### config.mk
export PLATFORM = sky130hd
export DESIGN_NAME = deserializer_flat
export DESIGN_NICKNAME = d
export VERILOG_FILES = /design/src/rtl/fir_serial_pkg.sv /design/src/rtl/deserializer_if.sv /design/src/rtl/deser_out_reg.sv /design/src/rtl/deserializer.sv /design/src/flat_wrapper.sv
export SDC_FILE = /design/constraint.sdc
export NUM_CORES = 1
export LEC_CHECK = 0
export CAP_MARGIN = 10
export CORE_ASPECT_RATIO = 0.5
export CORE_MARGIN = 8
export CORE_UTILIZATION = 38
export DETAILED_ROUTE_END_ITERATION = 7
export PLACE_DENSITY = 0.69
export SLEW_MARGIN = 0
export SYNTH_ARGS = -nofsm -noshare
export SYNTH_HDL_FRONTEND = slang
export SYNTH_SLANG_ARGS = --single-unit
export TNS_END_PERCENT = 50
### constraint.sdc
create_clock -name i_clk -period 5.2 [get_ports i_clk]
set_input_delay 1.04 -clock i_clk [delete_from_list [all_inputs] [get_ports i_clk]]
set_output_delay 1.04 -clock i_clk [all_outputs]
set_load 0.05 [all_outputs]
### src/rtl/fir_serial_pkg.sv
// Shared types and helpers for the FIR serial link (serializer and deserializer).
package fir_serial_pkg;

  typedef enum logic {IDLE, SHIFT} deser_state_t;

  function automatic int cnt_w(input int len);
    return $clog2(len);
  endfunction

endpackage

### src/rtl/deserializer_if.sv
// Serial-in / word-out bundle of the deserializer; slave is the deserializer side.
interface deserializer_if #(parameter int LENGTH = 24);

  logic              i_en;
  logic              i_din;
  logic              i_sync;
  logic              i_ready;
  logic              i_clr_ovr;
  logic [LENGTH-1:0] ov_dout;
  logic              o_valid;
  logic              o_overrun;
  logic              o_frame_err;

  modport master (
    output i_en, i_din, i_sync, i_ready, i_clr_ovr,
    input  ov_dout, o_valid, o_overrun, o_frame_err
  );

  modport slave (
    input  i_en, i_din, i_sync, i_ready, i_clr_ovr,
    output ov_dout, o_valid, o_overrun, o_frame_err
  );

endinterface

### src/rtl/deser_out_reg.sv
// Valid/ready word holding register; a load always lands, overwriting an unaccepted word
// and flagging a sticky overrun (set beats clear). Load to o_valid is one cycle.
module deser_out_reg #(
  parameter int LENGTH = 24
) (
  input  logic              i_clk,
  input  logic              i_rst_n,
  input  logic              i_load,
  input  logic [LENGTH-1:0] i_data,
  input  logic              i_ready,
  input  logic              i_clr_ovr,
  output logic [LENGTH-1:0] ov_dout,
  output logic              o_valid,
  output logic              o_overrun
);

  logic [LENGTH-1:0] dout_q, dout_d;
  logic              valid_q, valid_d;
  logic              ovr_q, ovr_d;
  logic              ovr_set;

  always_comb begin
    ovr_set = i_load && valid_q && !i_ready;
    dout_d  = i_load ? i_data : dout_q;
    valid_d = i_load || (valid_q && !i_ready);
    ovr_d   = ovr_set || (ovr_q && !i_clr_ovr);
  end

  always_ff @(posedge i_clk or negedge i_rst_n) begin
    if (!i_rst_n) begin
      dout_q  <= '0;
      valid_q <= 1'b0;
      ovr_q   <= 1'b0;
    end else begin
      dout_q  <= dout_d;
      valid_q <= valid_d;
      ovr_q   <= ovr_d;
    end
  end

  assign ov_dout   = dout_q;
  assign o_valid   = valid_q;
  assign o_overrun = ovr_q;

endmodule

### src/rtl/deserializer.sv
// LSB-first serial to LENGTH-bit word assembler framed by i_sync; word is valid the cycle
// after its last bit is sampled, and a new word overwrites an unaccepted one (overrun).
module deserializer
  import fir_serial_pkg::*;
#(
  parameter int LENGTH = 24
) (
  input  logic           i_clk,
  input  logic           i_rst_n,
  deserializer_if.slave  bus
);

  localparam int             CW   = cnt_w(LENGTH);
  localparam logic [CW-1:0]  LAST = CW'(LENGTH - 1);

  deser_state_t      state_q, state_d;
  logic [CW-1:0]     cnt_q, cnt_d;
  logic [LENGTH-2:0] shift_q, shift_d;
  logic [LENGTH-2:0] wr_sel;
  logic              frame_err_q, frame_err_d;
  logic              start, advance, last;
  logic [LENGTH-1:0] ld_data;

  always_ff @(posedge i_clk or negedge i_rst_n) begin
    if (!i_rst_n) begin
      state_q <= IDLE;
    end else begin
      state_q <= state_d;
    end
  end

  always_comb begin
    state_d = state_q;
    case (state_q)
      IDLE:    if (bus.i_en && bus.i_sync) state_d = SHIFT;
      SHIFT:   if (bus.i_en && !bus.i_sync && cnt_q == LAST) state_d = IDLE;
      default: state_d = IDLE;
    endcase
  end

  // A sync restarts the word from either state; in SHIFT it also truncates the partial word.
  always_comb begin
    start       = bus.i_en && bus.i_sync;
    advance     = (state_q == SHIFT) && bus.i_en && !bus.i_sync;
    last        = advance && (cnt_q == LAST);
    frame_err_d = (state_q == SHIFT) && start;
  end

  always_comb begin
    wr_sel = '0;
    for (int i = 0; i < LENGTH - 1; i++) begin
      wr_sel[i] = advance && (cnt_q == CW'(i));
    end
  end

  always_comb begin
    shift_d = shift_q;
    cnt_d   = cnt_q;
    if (start) begin
      shift_d    = '0;
      shift_d[0] = bus.i_din;
      cnt_d      = CW'(1);
    end else if (advance) begin
      for (int i = 0; i < LENGTH - 1; i++) begin
        if (wr_sel[i]) shift_d[i] = bus.i_din;
      end
      cnt_d = last ? '0 : cnt_q + 1'b1;
    end
  end

  always_ff @(posedge i_clk or negedge i_rst_n) begin
    if (!i_rst_n) begin
      cnt_q       <= '0;
      shift_q     <= '0;
      frame_err_q <= 1'b0;
    end else begin
      cnt_q       <= cnt_d;
      shift_q     <= shift_d;
      frame_err_q <= frame_err_d;
    end
  end

  // The top bit bypasses the shift register so the word is ready at the sampling edge.
  assign ld_data         = {bus.i_din, shift_q};
  assign bus.o_frame_err = frame_err_q;

  deser_out_reg #(.LENGTH(LENGTH)) u_out_reg (
    .i_clk     (i_clk),
    .i_rst_n   (i_rst_n),
    .i_load    (last),
    .i_data    (ld_data),
    .i_ready   (bus.i_ready),
    .i_clr_ovr (bus.i_clr_ovr),
    .ov_dout   (bus.ov_dout),
    .o_valid   (bus.o_valid),
    .o_overrun (bus.o_overrun)
  );

endmodule

### src/flat_wrapper.sv
// flat-port wrapper written by rule: the top's interface ports become plain ports
module deserializer_flat import fir_serial_pkg::*;
#(
  parameter int LENGTH = 24
)
  (i_clk, i_rst_n, bus_i_en, bus_i_din, bus_i_sync, bus_i_ready, bus_i_clr_ovr, bus_ov_dout, bus_o_valid, bus_o_overrun, bus_o_frame_err);
  deserializer_if #(.LENGTH(LENGTH)) bus_i ();
  input  logic i_clk;
  input  logic i_rst_n;
  input wire logic [$bits(bus_i.i_en)-1:0] bus_i_en;
  input wire logic [$bits(bus_i.i_din)-1:0] bus_i_din;
  input wire logic [$bits(bus_i.i_sync)-1:0] bus_i_sync;
  input wire logic [$bits(bus_i.i_ready)-1:0] bus_i_ready;
  input wire logic [$bits(bus_i.i_clr_ovr)-1:0] bus_i_clr_ovr;
  output wire logic [$bits(bus_i.ov_dout)-1:0] bus_ov_dout;
  output wire logic [$bits(bus_i.o_valid)-1:0] bus_o_valid;
  output wire logic [$bits(bus_i.o_overrun)-1:0] bus_o_overrun;
  output wire logic [$bits(bus_i.o_frame_err)-1:0] bus_o_frame_err;
  assign bus_i.i_en = bus_i_en;
  assign bus_i.i_din = bus_i_din;
  assign bus_i.i_sync = bus_i_sync;
  assign bus_i.i_ready = bus_i_ready;
  assign bus_i.i_clr_ovr = bus_i_clr_ovr;
  assign bus_ov_dout = bus_i.ov_dout;
  assign bus_o_valid = bus_i.o_valid;
  assign bus_o_overrun = bus_i.o_overrun;
  assign bus_o_frame_err = bus_i.o_frame_err;
  deserializer #(.LENGTH(LENGTH)) u_core (.i_clk(i_clk), .i_rst_n(i_rst_n), .bus(bus_i));
endmodule
# Word-level counts from Yosys, hierarchy flattened
# Cells that the tools add are included.
[word_totals]
reg_bits = 56
output_inout_bits = 27
wordCells = 172
[classes]
add_sub_neg = 1
eq_ne = 23
n_mux = 31
n_bitwise = 1
reduce_logical = 87
[op_table]
columns = ["operator", "n"]
rows = [
  ["$reduce_bool 2->1", 24],
  ["$mux 23", 2],
  ["$reduce_and 2->1", 23],
  ["$eq 5x4->1 const B", 8],
  ["$eq 5x5->1 const B", 8],
  ["$logic_and 1x1->1", 34],
  ["$mux 1", 25],
  ["$eq 5x3->1 const B", 4],
  ["$mux 5", 3],
  ["$eq 5x2->1 const B", 2],
  ["$add 5x1->5 const B", 1],
  ["$eq 5x1->1 const B", 1],
  ["$logic_not 5->1", 1],
  ["$logic_not 1->1", 3],
  ["$logic_or 1x1->1", 2],
  ["$pmux 1 s2", 1],
  ["$not 1->1", 1],
]

# Longest topological paths before layout
# Gate-level depths: netlist of the first run.
[depth]
depth_word = 6
depth_mapped = 6
mapped_depth_nobuf = 6

# Cells and area by module
# A second synthesis of the first run with hierarchy kept.
[unflattened]
cells_unflattened = 200
hier_area_um2 = 2656.3
[modules_own_cells]
columns = ["module", "instances", "cells_each", "area_each_um2"]
rows = [
  ["deserializer", 1, 143, 1591.5],
  ["deser_out_reg", 1, 57, 1064.8],
]

# Worst setup path before layout of the first run
# No wires, ideal clock.
[synth_path]
kind = "input port to flip-flop"
startpoint = "input bus_i_en"
endpoint = "register u_core.u_out_reg.dout_q[13], in the netlist u_core.u_out_reg.ov_dout[13]"
setup_time_ns = 0.125
t_arrival_ns = 2.004
required_ns = 5.075
path_slack_ns = 3.071
path_stages = 5
path_buffers = 2
path_cell_list = "nand2_1 > or3_1 > buf_2 > buf_6 > mux2_4"
[synth_between]
elab_chain_cells = 3
[synth_rtl]
columns = ["item", "line", "text"]
rows = [
  ["start, declared", "flat_wrapper.sv:10", "input wire logic [$bits(bus_i.i_en)-1:0] bus_i_en;"],
  ["$logic_and 1x1->1 (2 in series)", "deserializer.sv:44", "advance = (state_q == SHIFT) && bus.i_en && !bus.i_sync;"],
  ["$logic_and 1x1->1", "deserializer.sv:45", "last = advance && (cnt_q == LAST);"],
  ["end signal, assigned", "deser_out_reg.sv:35", "dout_q <= dout_d;"],
  ["end, declared", "deser_out_reg.sv:17", "logic [LENGTH-1:0] dout_q, dout_d;"],
]
# No other way between the ends.
# A chain may end at the register's enable or synchronous reset.

# Final worst setup path of the first run
[layout_path]
startpoint = "input bus_i_sync"
endpoint = "register u_core.shift_q[13]"
[layout_between]
elab_chain_cells = 5
[layout_rtl]
columns = ["item", "line", "text"]
rows = [
  ["start, declared", "flat_wrapper.sv:12", "input wire logic [$bits(bus_i.i_sync)-1:0] bus_i_sync;"],
  ["$logic_not 1->1", "deserializer.sv:44", ""],
  ["$logic_and 1x1->1", "deserializer.sv:44", ""],
  ["$logic_and 1x1->1", "deserializer.sv:52", "wr_sel[i] = advance && (cnt_q == CW'(i));"],
  ["$reduce_bool 2->1 (no line)", "--", ""],
  ["$reduce_and 2->1 (no line)", "--", ""],
  ["end signal, assigned", "deserializer.sv:78", "shift_q <= shift_d;"],
  ["end, declared", "deserializer.sv:18", "logic [LENGTH-2:0] shift_q, shift_d;"],
]
# Several ways; a longest one is shown, not always the timed one.

==> results of run 1 <==
synth_stat cells (2+ instances only):
cell type	instances	area [sq um]
mux2i_1	21	210.2
nand4b_1	3	26.28
clkbuf_1	12	45.04
inv_1	5	18.77
a21boi_0	2	15.01
nand2_1	46	172.7
mux2_2	17	191.4
o2bb2ai_1	3	26.28
mux2_4	8	120.1
dfrtp_1	56	1401
nand2b_1	2	12.51
and4b_1	5	50.05
o21ai_0	4	20.02
nor3_1	3	15.01
and3_1	2	12.51
buf_2	3	15.01
nor3b_1	3	22.52
ha_1	5	62.56
worst paths after layout:
kind | cells past startpoint | endpoint | start | slack, ns
worst max register to register | 4 | u_core.u_out_reg.ov_dout[13] | u_core.cnt_q[0] | 3.09
worst max-delay path | 4 | u_core.shift_q[13] | bus_i_sync | 2.05
max in group asynchronous | 2 | u_core.u_out_reg.ov_dout[17] | i_rst_n | 3.86
min in group asynchronous | 2 | u_core.cnt_q[4] | i_rst_n | 0.87
worst min-delay path | 2 | u_core.u_out_reg.o_valid | u_core.u_out_reg.o_valid | 0.51
worst min register to register | 2 | u_core.u_out_reg.o_valid | u_core.u_out_reg.o_valid | 0.51
sequential cells by signal, summed over array words and instances, names as in the netlist:
signal	cells
u_core.state_q	1
u_core.shift_q	23
u_core.cnt_q	5
u_core.u_out_reg.ov_dout	24
u_core.bus.o_frame_err	1
u_core.u_out_reg.o_overrun	1
u_core.u_out_reg.o_valid	1
worst reg2reg max path: stages, from the launching register on:
cell and delay, ns:
dfrtp_1 0.43, ha_1 0.27, nand4b_2 0.20, or3_1 0.67, mux2_4 0.41
power by group:
group	switching [mW]	leakage (nW)	internal, mW	total, mW
clock	0.156	0.0840	0.229	0.385
combinational	0.0520	0.713	0.0373	0.0893
sequential	0.0293	0.768	0.452	0.481
layout make-up:
| cell class | count | share of cell area |
|---|---|---|
| sequential | 56 | 0.4516 |
| multi-input combinational | 137 | 0.3399 |
| timing repair buffer | 35 | 0.1097 |
| clock buffer | 5 | 0.04032 |
| tap | 92 | 0.03710 |
| clock inverter | 3 | 0.01532 |
| inverter | 5 | 0.006048 |
kinds of logic after synthesis:
| family | Yosys count | synth area share |
|---|---|---|
| fa+ha+maj | 5 | 0.02457 |
| compound gates | 15 | 0.04128 |
| flops | 56 | 0.5504 |
| simple gates | 71 | 0.1435 |
| buf+inv | 21 | 0.03538 |
| mux | 46 | 0.2049 |
layer usage:
metal	vias up	GRT usage	part of all wire
met1	796	0.1406	0.49
li1	793	-	-
met5	-	0	0
met2	33	0.1670	0.45
met4	0	0.04540	0.011
met3	5	0.03479	0.052
stage by stage:
| step | setup WS (ns) | power (mW) |
|---|---|---|
| floorplan | 3.071 | 0.5471 |
| global placement | 1.896 | 0.5746 |
| detailed placement | 1.740 | 0.5774 |
| CTS | 2.045 | 0.9632 |
| global route | 1.814 | 0.9969 |
| finish | 2.052 | 0.9552 |
==> results.toml, run 1 <==
[drt]
post_drt_wl_per_cell_um = 14.75
dr.pass1.iters = 4
vias = 1627
vias_per_cell = 4.886
final_antenna_net_count = 0
drc = 0
drt_wl_total_mm = 4.911
drt-initial-drc-count = 101

[sta]
grt_setup_unrepaired = "false"
setup_tns_ns = 0
period_needed_ns = 3.148
fin_skew_ns = 0.006795
period_share = 0.6053
fin_hold_ws_ns = 0.5103
max_freq_ghz = 0.3177
max_slew_margin = 0.4723
tightest_slew_ns = 0.7896
setup_viol = 0
hold_viol_final = 0
final-max-slew-violation-count = 0

[floorplan]
ios = 34
die_y_um = 73.88
core-area_sq_um = 6595
dieWidth_um = 131.8
initial_core_util = 0.3861
rows = 21
die-area_sq_um = 9734

[outcome]
status = "completed"

[final_layout]
mostFrequentLayoutCells = "dfrtp_1 (56), nand2_1 (46), clkdlybuf4s50_1 (32), mux2i_1 (21), mux2_2 (17)"
n_fill_cell = 577
area_growth_pct = 21.87
final_common_cell = "dfrtp_1"
drive_above_1_share = 0.1577
n_antenna_cell = 0
final_cells = 333
register_area_sq_um = 1401
design_area_sq_um = 3103
multi_input_comb_area_sq_um = 1055
final_util = 0.4705
fin_nets = 252

[power]
p_per_area_nw_per_um2 = 307.8
total_leakage_power_nw = 1.565
peakVddDrop_uv = 119.7

[cts]
htreeDepth = 2
cts_buffer_depth = 2
holdBufCountCts = 0
cts_num_sinks = 56
clk_pin_slew_ns = 0.07
postCtsSetupRepairBufs = 0
cts_resized = 0
clock_latency_ns = 0.29
clock-root-buffer = "clkbuf_16"
cts_tree = "built"
cts_made_buffers = 5

[yosys]
yosys_warnings = 0
netlist_area_sq_um = 2546
syn_inst = 214
yosysUniqueCellTypes = 32
syn_nets = 226
synth_edf_count = 0
async_reset_ff_frac = 1.000
synth-seq-cells = 56
syn_area_per_cell_sq_um = 11.90
ys.flop_type = "dfrtp_1"
seq_area_frac_synth = 0.5504

[critical_path]
path_cells = "clkdlybuf4s50_1 -> nand2_1 -> nand2_1 -> mux2i_1"
worstSetupPathType = "input port to register"
start_kind = "input port"
worstPathMaxFanout = 25
cpPeakStageDelay_ns = 0.75
path_delay_family = "simple AND/OR/NAND/NOR gates"
crit_buf_inv = 1
cp_slowest_cell = "nand2_1"
arrival_ns = 3.28
cp-end-kind = "register"
cp_common_cell = "nand2_1"
cp.required_ns = 5.34

[hold_path]
hold_class = "register to register"

[placed_design]
dp_hpwl_mm = 3.311
port_buffers = 33
dp_cells = 325
dpl_cell_area_sq_um = 2930
gp_congestion = 0.8125

[global_routing]
grt_pass1_wl_mm = 8.473
grt_overflow = 0
grt_pass1_vias = 1663
antenna_found_initial = 0
grt_usage = 0.1091
grt_max_degree = 57

[flow_run]
maxCapViolations = 0
No activity file was read; power rests on OpenSTA's default activity.
==> run 2: changes to the inputs <==
==> constraint.sdc (replaced) <==
create_clock -name i_clk -period 3.1 [get_ports i_clk]
set_input_delay 0.62 -clock i_clk [delete_from_list [all_inputs] [get_ports i_clk]]
set_output_delay 0.62 -clock i_clk [all_outputs]
set_load 0.05 [all_outputs]
==> run 2 against run 1 <==
Effect of this change: clock power rose by 45%; flip-flop and latch count did not move; non-clock buffer count rose by 1; largest cell class unchanged; critical endpoint is now u_core.u_out_reg.ov_dout[13]; via count rose by 1.8%; die area did not move; combinational power rose by 72%; total power rose by 59%.
==> results.toml, run 2 (synthesis gave the netlist of run 1 again) <==
[critical_path]
cp_slowest_cell = "or3_1"
rrSetupSlack_ns = 0.92
path_cells = "clkdlybuf4s50_1 -> nand2_1 -> or3_1 -> mux2_4"
r2r_start = "u_core.cnt_q[0]"
cp-end-kind = "register"
crit_buf_inv = 1
path_delay_family = "simple AND/OR/NAND/NOR gates"
cp.required_ns = 3.28
cpPeakStageDelay_ns = 0.70
arrival_ns = 2.55
worstPathMaxFanout = 14
start_kind = "input port"
startpoint = "bus_i_en"
worstSetupPathType = "input port to register"

[drt]
drc = 0
final_antenna_net_count = 0
dr.pass1.iters = 4
vias_per_cell = 4.958
drt-initial-drc-count = 79
post_drt_wl_per_cell_um = 15.26
drt_wl_total_mm = 5.096
vias = 1656

[cts]
holdBufCountCts = 0
htreeDepth = 2
cts_buffer_depth = 2
postCtsSetupRepairBufs = 0
clock_latency_ns = 0.29
cts_tree = "built"
clk_pin_slew_ns = 0.07
clock-root-buffer = "clkbuf_16"
cts_resized = 0
cts_made_buffers = 5
cts_num_sinks = 56

[final_layout]
n_antenna_cell = 0
design_area_sq_um = 3084
register_area_sq_um = 1401
area_growth_pct = 21.13
n_fill_cell = 575
mostFrequentLayoutCells = "dfrtp_1 (56), nand2_1 (46), clkdlybuf4s50_1 (32), mux2i_1 (21), mux2_2 (17)"
drive_above_1_share = 0.1529
largest_register_ff_count = 24
fin_nets = 253
final_common_cell = "dfrtp_1"
multi_input_comb_area_sq_um = 1055

[floorplan]
core-area_sq_um = 6595
die_y_um = 73.88
rows = 21
ios = 34
initial_core_util = 0.3861
dieWidth_um = 131.8
die-area_sq_um = 9734

[placed_design]
dp_hpwl_mm = 3.471
port_buffers = 33
gp_congestion = 0.8621
dpl_cell_area_sq_um = 2938
place_ws_ns = 0.4348

[sta]
period_share = 0.7647
grt_setup_unrepaired = "false"
max_slew_margin = 0.4903
fin_hold_ws_ns = 0.4532
fin_skew_ns = 0.004478
period_needed_ns = 2.371
final-max-slew-violation-count = 0
setup_tns_ns = 0
hold_viol_final = 0
max_freq_ghz = 0.4218
setup_viol = 0
setup_ws_ns = 0.7293
tightest_slew_ns = 0.7646

[power]
net-switching-power_uw = 373.5
p_seq_frac = 0.532
p_per_area_nw_per_um2 = 492.3
power_frac_comb = 0.101
total_leakage_power_nw = 1.556
power_mw = 1.518
peakVddDrop_uv = 192.0
p_int_mw = 1.145
swShare = 0.2460
clkPwrFrac = 0.367

[flow_run]
maxCapViolations = 0

[global_routing]
grt_overflow = 0
antenna_found_initial = 0
grt_max_degree = 57
grt_pass1_wl_mm = 8.783
grt_usage = 0.1132
grt_pass1_vias = 1738

[hold_path]
hold_class = "input port to async pin"

[outcome]
status = "completed"
run 2: path summary, 6_finish.rpt:
check,to,cells past startpoint
setup / recovery,u_core.u_out_reg.ov_dout[13],4
hold / removal,u_core.shift_q[22],2
setup reg to reg,u_core.u_out_reg.ov_dout[13],4
hold reg to reg,u_core.u_out_reg.ov_dout[18],1
max in group asynchronous,u_core.u_out_reg.o_overrun,2
min in group i_clk,u_core.u_out_reg.ov_dout[18],1
run 2: layer usage:
layer  routed length [um]  global-route usage
met1                 2313              0.1366
met2                 2425              0.1868
met3                  263             0.03070
met4                   94             0.05549
met5                    0                   0
run 2: worst register-to-register path, stage by stage, from the launching register on:
cell      delay (ns)
dfrtp_1         0.46
ha_1            0.29
nand4b_2        0.21
or3_1           0.69
mux2_4          0.42
run 2: cell type report:
cell class                 instances  share of cell area
inverter                           5            0.006085
sequential                        56              0.4544
multi-input combinational        137              0.3420
clock buffer                       8             0.04746
tap                               92             0.03732
timing repair buffer              36              0.1128
run 2: power by group through the flow:
stage	Sequential (mW)	Clock, mW	Combinational, mW
2_1_floorplan	0.793	0	0.125
3_3_place_gp	0.818	0	0.148
3_5_place_dp	0.821	0	0.155
4_1_cts	0.807	0.574	0.156
5_1_grt	0.815	0.595	0.176
6_report	0.807	0.557	0.154
run 2: through the flow:
stage	cells	utilization
2_1_floorplan	214	-
3_3_place_gp	326	0.4455
3_5_place_dp	326	0.4455
4_1_cts	334	0.4677
5_1_grt	334	0.4677
6_report	334	0.4677
==> run 3: changes to the inputs <==
==> constraint.sdc (replaced) <==
create_clock -name i_clk -period 2.3 [get_ports i_clk]
set_input_delay 0.46 -clock i_clk [delete_from_list [all_inputs] [get_ports i_clk]]
set_output_delay 0.46 -clock i_clk [all_outputs]
set_load 0.05 [all_outputs]
==> run 3 against run 2 <==
Effect of this change: sequential share of layout area is 0.97 points lower; hold slack got worse by 0.27 ns; core utilization is 1.0 points higher; critical path depth grew 1; first-iteration DRC count up 8.9%; via count increased by 0.97%; combinational power grew 41%; cell count grew 1.5%; die area unchanged; routed wire length is 0.12% higher; non-clock buffer count grew 5; flip-flop and latch count did not move.
==> results.toml, run 3 (synthesis gave the netlist of run 1 again) <==
[power]
peakVddDrop_uv = 287.7
total_leakage_power_nw = 1.594
p_per_area_nw_per_um2 = 679.8

[critical_path]
r2r_start = "u_core.cnt_q[0]"
worstSetupPathDepth = 5
crit_buf_inv = 1
startpoint = "u_core.cnt_q[0]"
worstSetupPathType = "register to register"
arrival_ns = 2.11
start_kind = "register"
path_cells = "ha_1 -> nand4b_2 -> or3_1 -> buf_4 -> mux2_4"
cp.required_ns = 2.48
path_delay_family = "simple AND/OR/NAND/NOR gates"
cp_slowest_cell = "dfrtp_1"
cp-end-kind = "register"
worstPathMaxFanout = 14
cpPeakStageDelay_ns = 0.46
reg2regPathDepth = 5

[final_layout]
largest_register_ff_count = 24
final_common_cell = "dfrtp_1"
n_antenna_cell = 0
area_growth_pct = 23.78
multi_input_comb_area_sq_um = 1055
mostFrequentLayoutCells = "dfrtp_1 (56), nand2_1 (46), clkdlybuf4s50_1 (32), mux2i_1 (21), mux2_2 (17)"
final_util = 0.4779
drive_above_1_share = 0.1741
register_area_sq_um = 1401
n_fill_cell = 581
fin_nets = 258
design_area_sq_um = 3152

[drt]
vias_per_cell = 4.932
dr.pass1.iters = 4
drt_wl_total_mm = 5.102
drc = 0
drt-initial-drc-count = 86
post_drt_wl_per_cell_um = 15.05
final_antenna_net_count = 0
vias = 1672

[floorplan]
ios = 34
core-area_sq_um = 6595
dieWidth_um = 131.8
initial_core_util = 0.3861
rows = 21
die_y_um = 73.88
die-area_sq_um = 9734

[global_routing]
grt_pass1_vias = 1744
grt_overflow = 0
grt_usage = 0.1114
grt_pass1_wl_mm = 8.659
antenna_found_initial = 0
grt_max_degree = 31

[hold_path]
hold_class = "input port to async pin"

[sta]
grt_setup_unrepaired = "false"
fin_skew_ns = 0.004419
max_slew_margin = 0.5714
hold_viol_final = 0
period_needed_ns = 1.937
tightest_slew_ns = 0.6429
setup_tns_ns = 0
max_freq_ghz = 0.5163
setup_ws_ns = 0.3631
period_share = 0.8421
setup_viol = 0
final-max-slew-violation-count = 0

[cts]
cts_resized = 0
cts_made_buffers = 5
cts_num_sinks = 56
clk_pin_slew_ns = 0.07
holdBufCountCts = 0
clock-root-buffer = "clkbuf_16"
postCtsSetupRepairBufs = 0
cts_buffer_depth = 2
htreeDepth = 2
cts_tree = "built"
clock_latency_ns = 0.29

[outcome]
status = "completed"

[flow_run]
maxCapViolations = 0

[placed_design]
port_buffers = 33
dpl_cell_area_sq_um = 2988
place_ws_ns = 0.1725
gp_congestion = 0.8168
dp_hpwl_mm = 3.552
## run 3: power by group
group | switching, mW | internal, mW | total [mW]
logic | 0.125 | 0.0924 | 0.217
clock network | 0.327 | 0.512 | 0.839
registers | 0.0634 | 1.02 | 1.09
total | 0.515 | 1.63 | 2.14
## run 3: metrics by stage
stage | hold slack [ns] | power [mW] | std cells
2_1_floorplan | 0.1644 | 1.237 | 214
3_3_place_gp | 0.4897 | 1.311 | 331
3_5_place_dp | 0.4913 | 1.319 | 331
4_1_cts | 0.2135 | 2.167 | 339
5_1_grt | 0.2303 | 2.238 | 339
6_report | 0.1877 | 2.143 | 339
## run 3: worst paths after layout
path / endpoint / slack [ns]
hold / removal: u_core.u_out_reg.ov_dout[1] / 0.19
hold reg to reg: u_core.u_out_reg.ov_dout[19] / 0.51
setup reg to reg: u_core.u_out_reg.ov_dout[14] / 0.36
setup / recovery: u_core.u_out_reg.ov_dout[14] / 0.36
min in group i_clk: u_core.u_out_reg.ov_dout[19] / 0.51
max in group asynchronous: u_core.u_out_reg.ov_dout[13] / 1.53
## run 3: final cells by class
type                    count  area share
inverters                   5    0.005955
well taps                  92     0.03652
repair buffers             41      0.1262
flip-flops and latches     56      0.4446
clock buffers               6     0.04089
clock inverters             2     0.01112
multi-input cells         137      0.3347
## run 3: per-layer routing
metal / vias up / global-route usage / part of all wire
li1: 804 / - / -
met1: 829 / 0.1345 / 0.46
met2: 33 / 0.1789 / 0.46
met3: 6 / 0.03888 / 0.059
met4: 0 / 0.04918 / 0.014
met5: - / 0 / 0
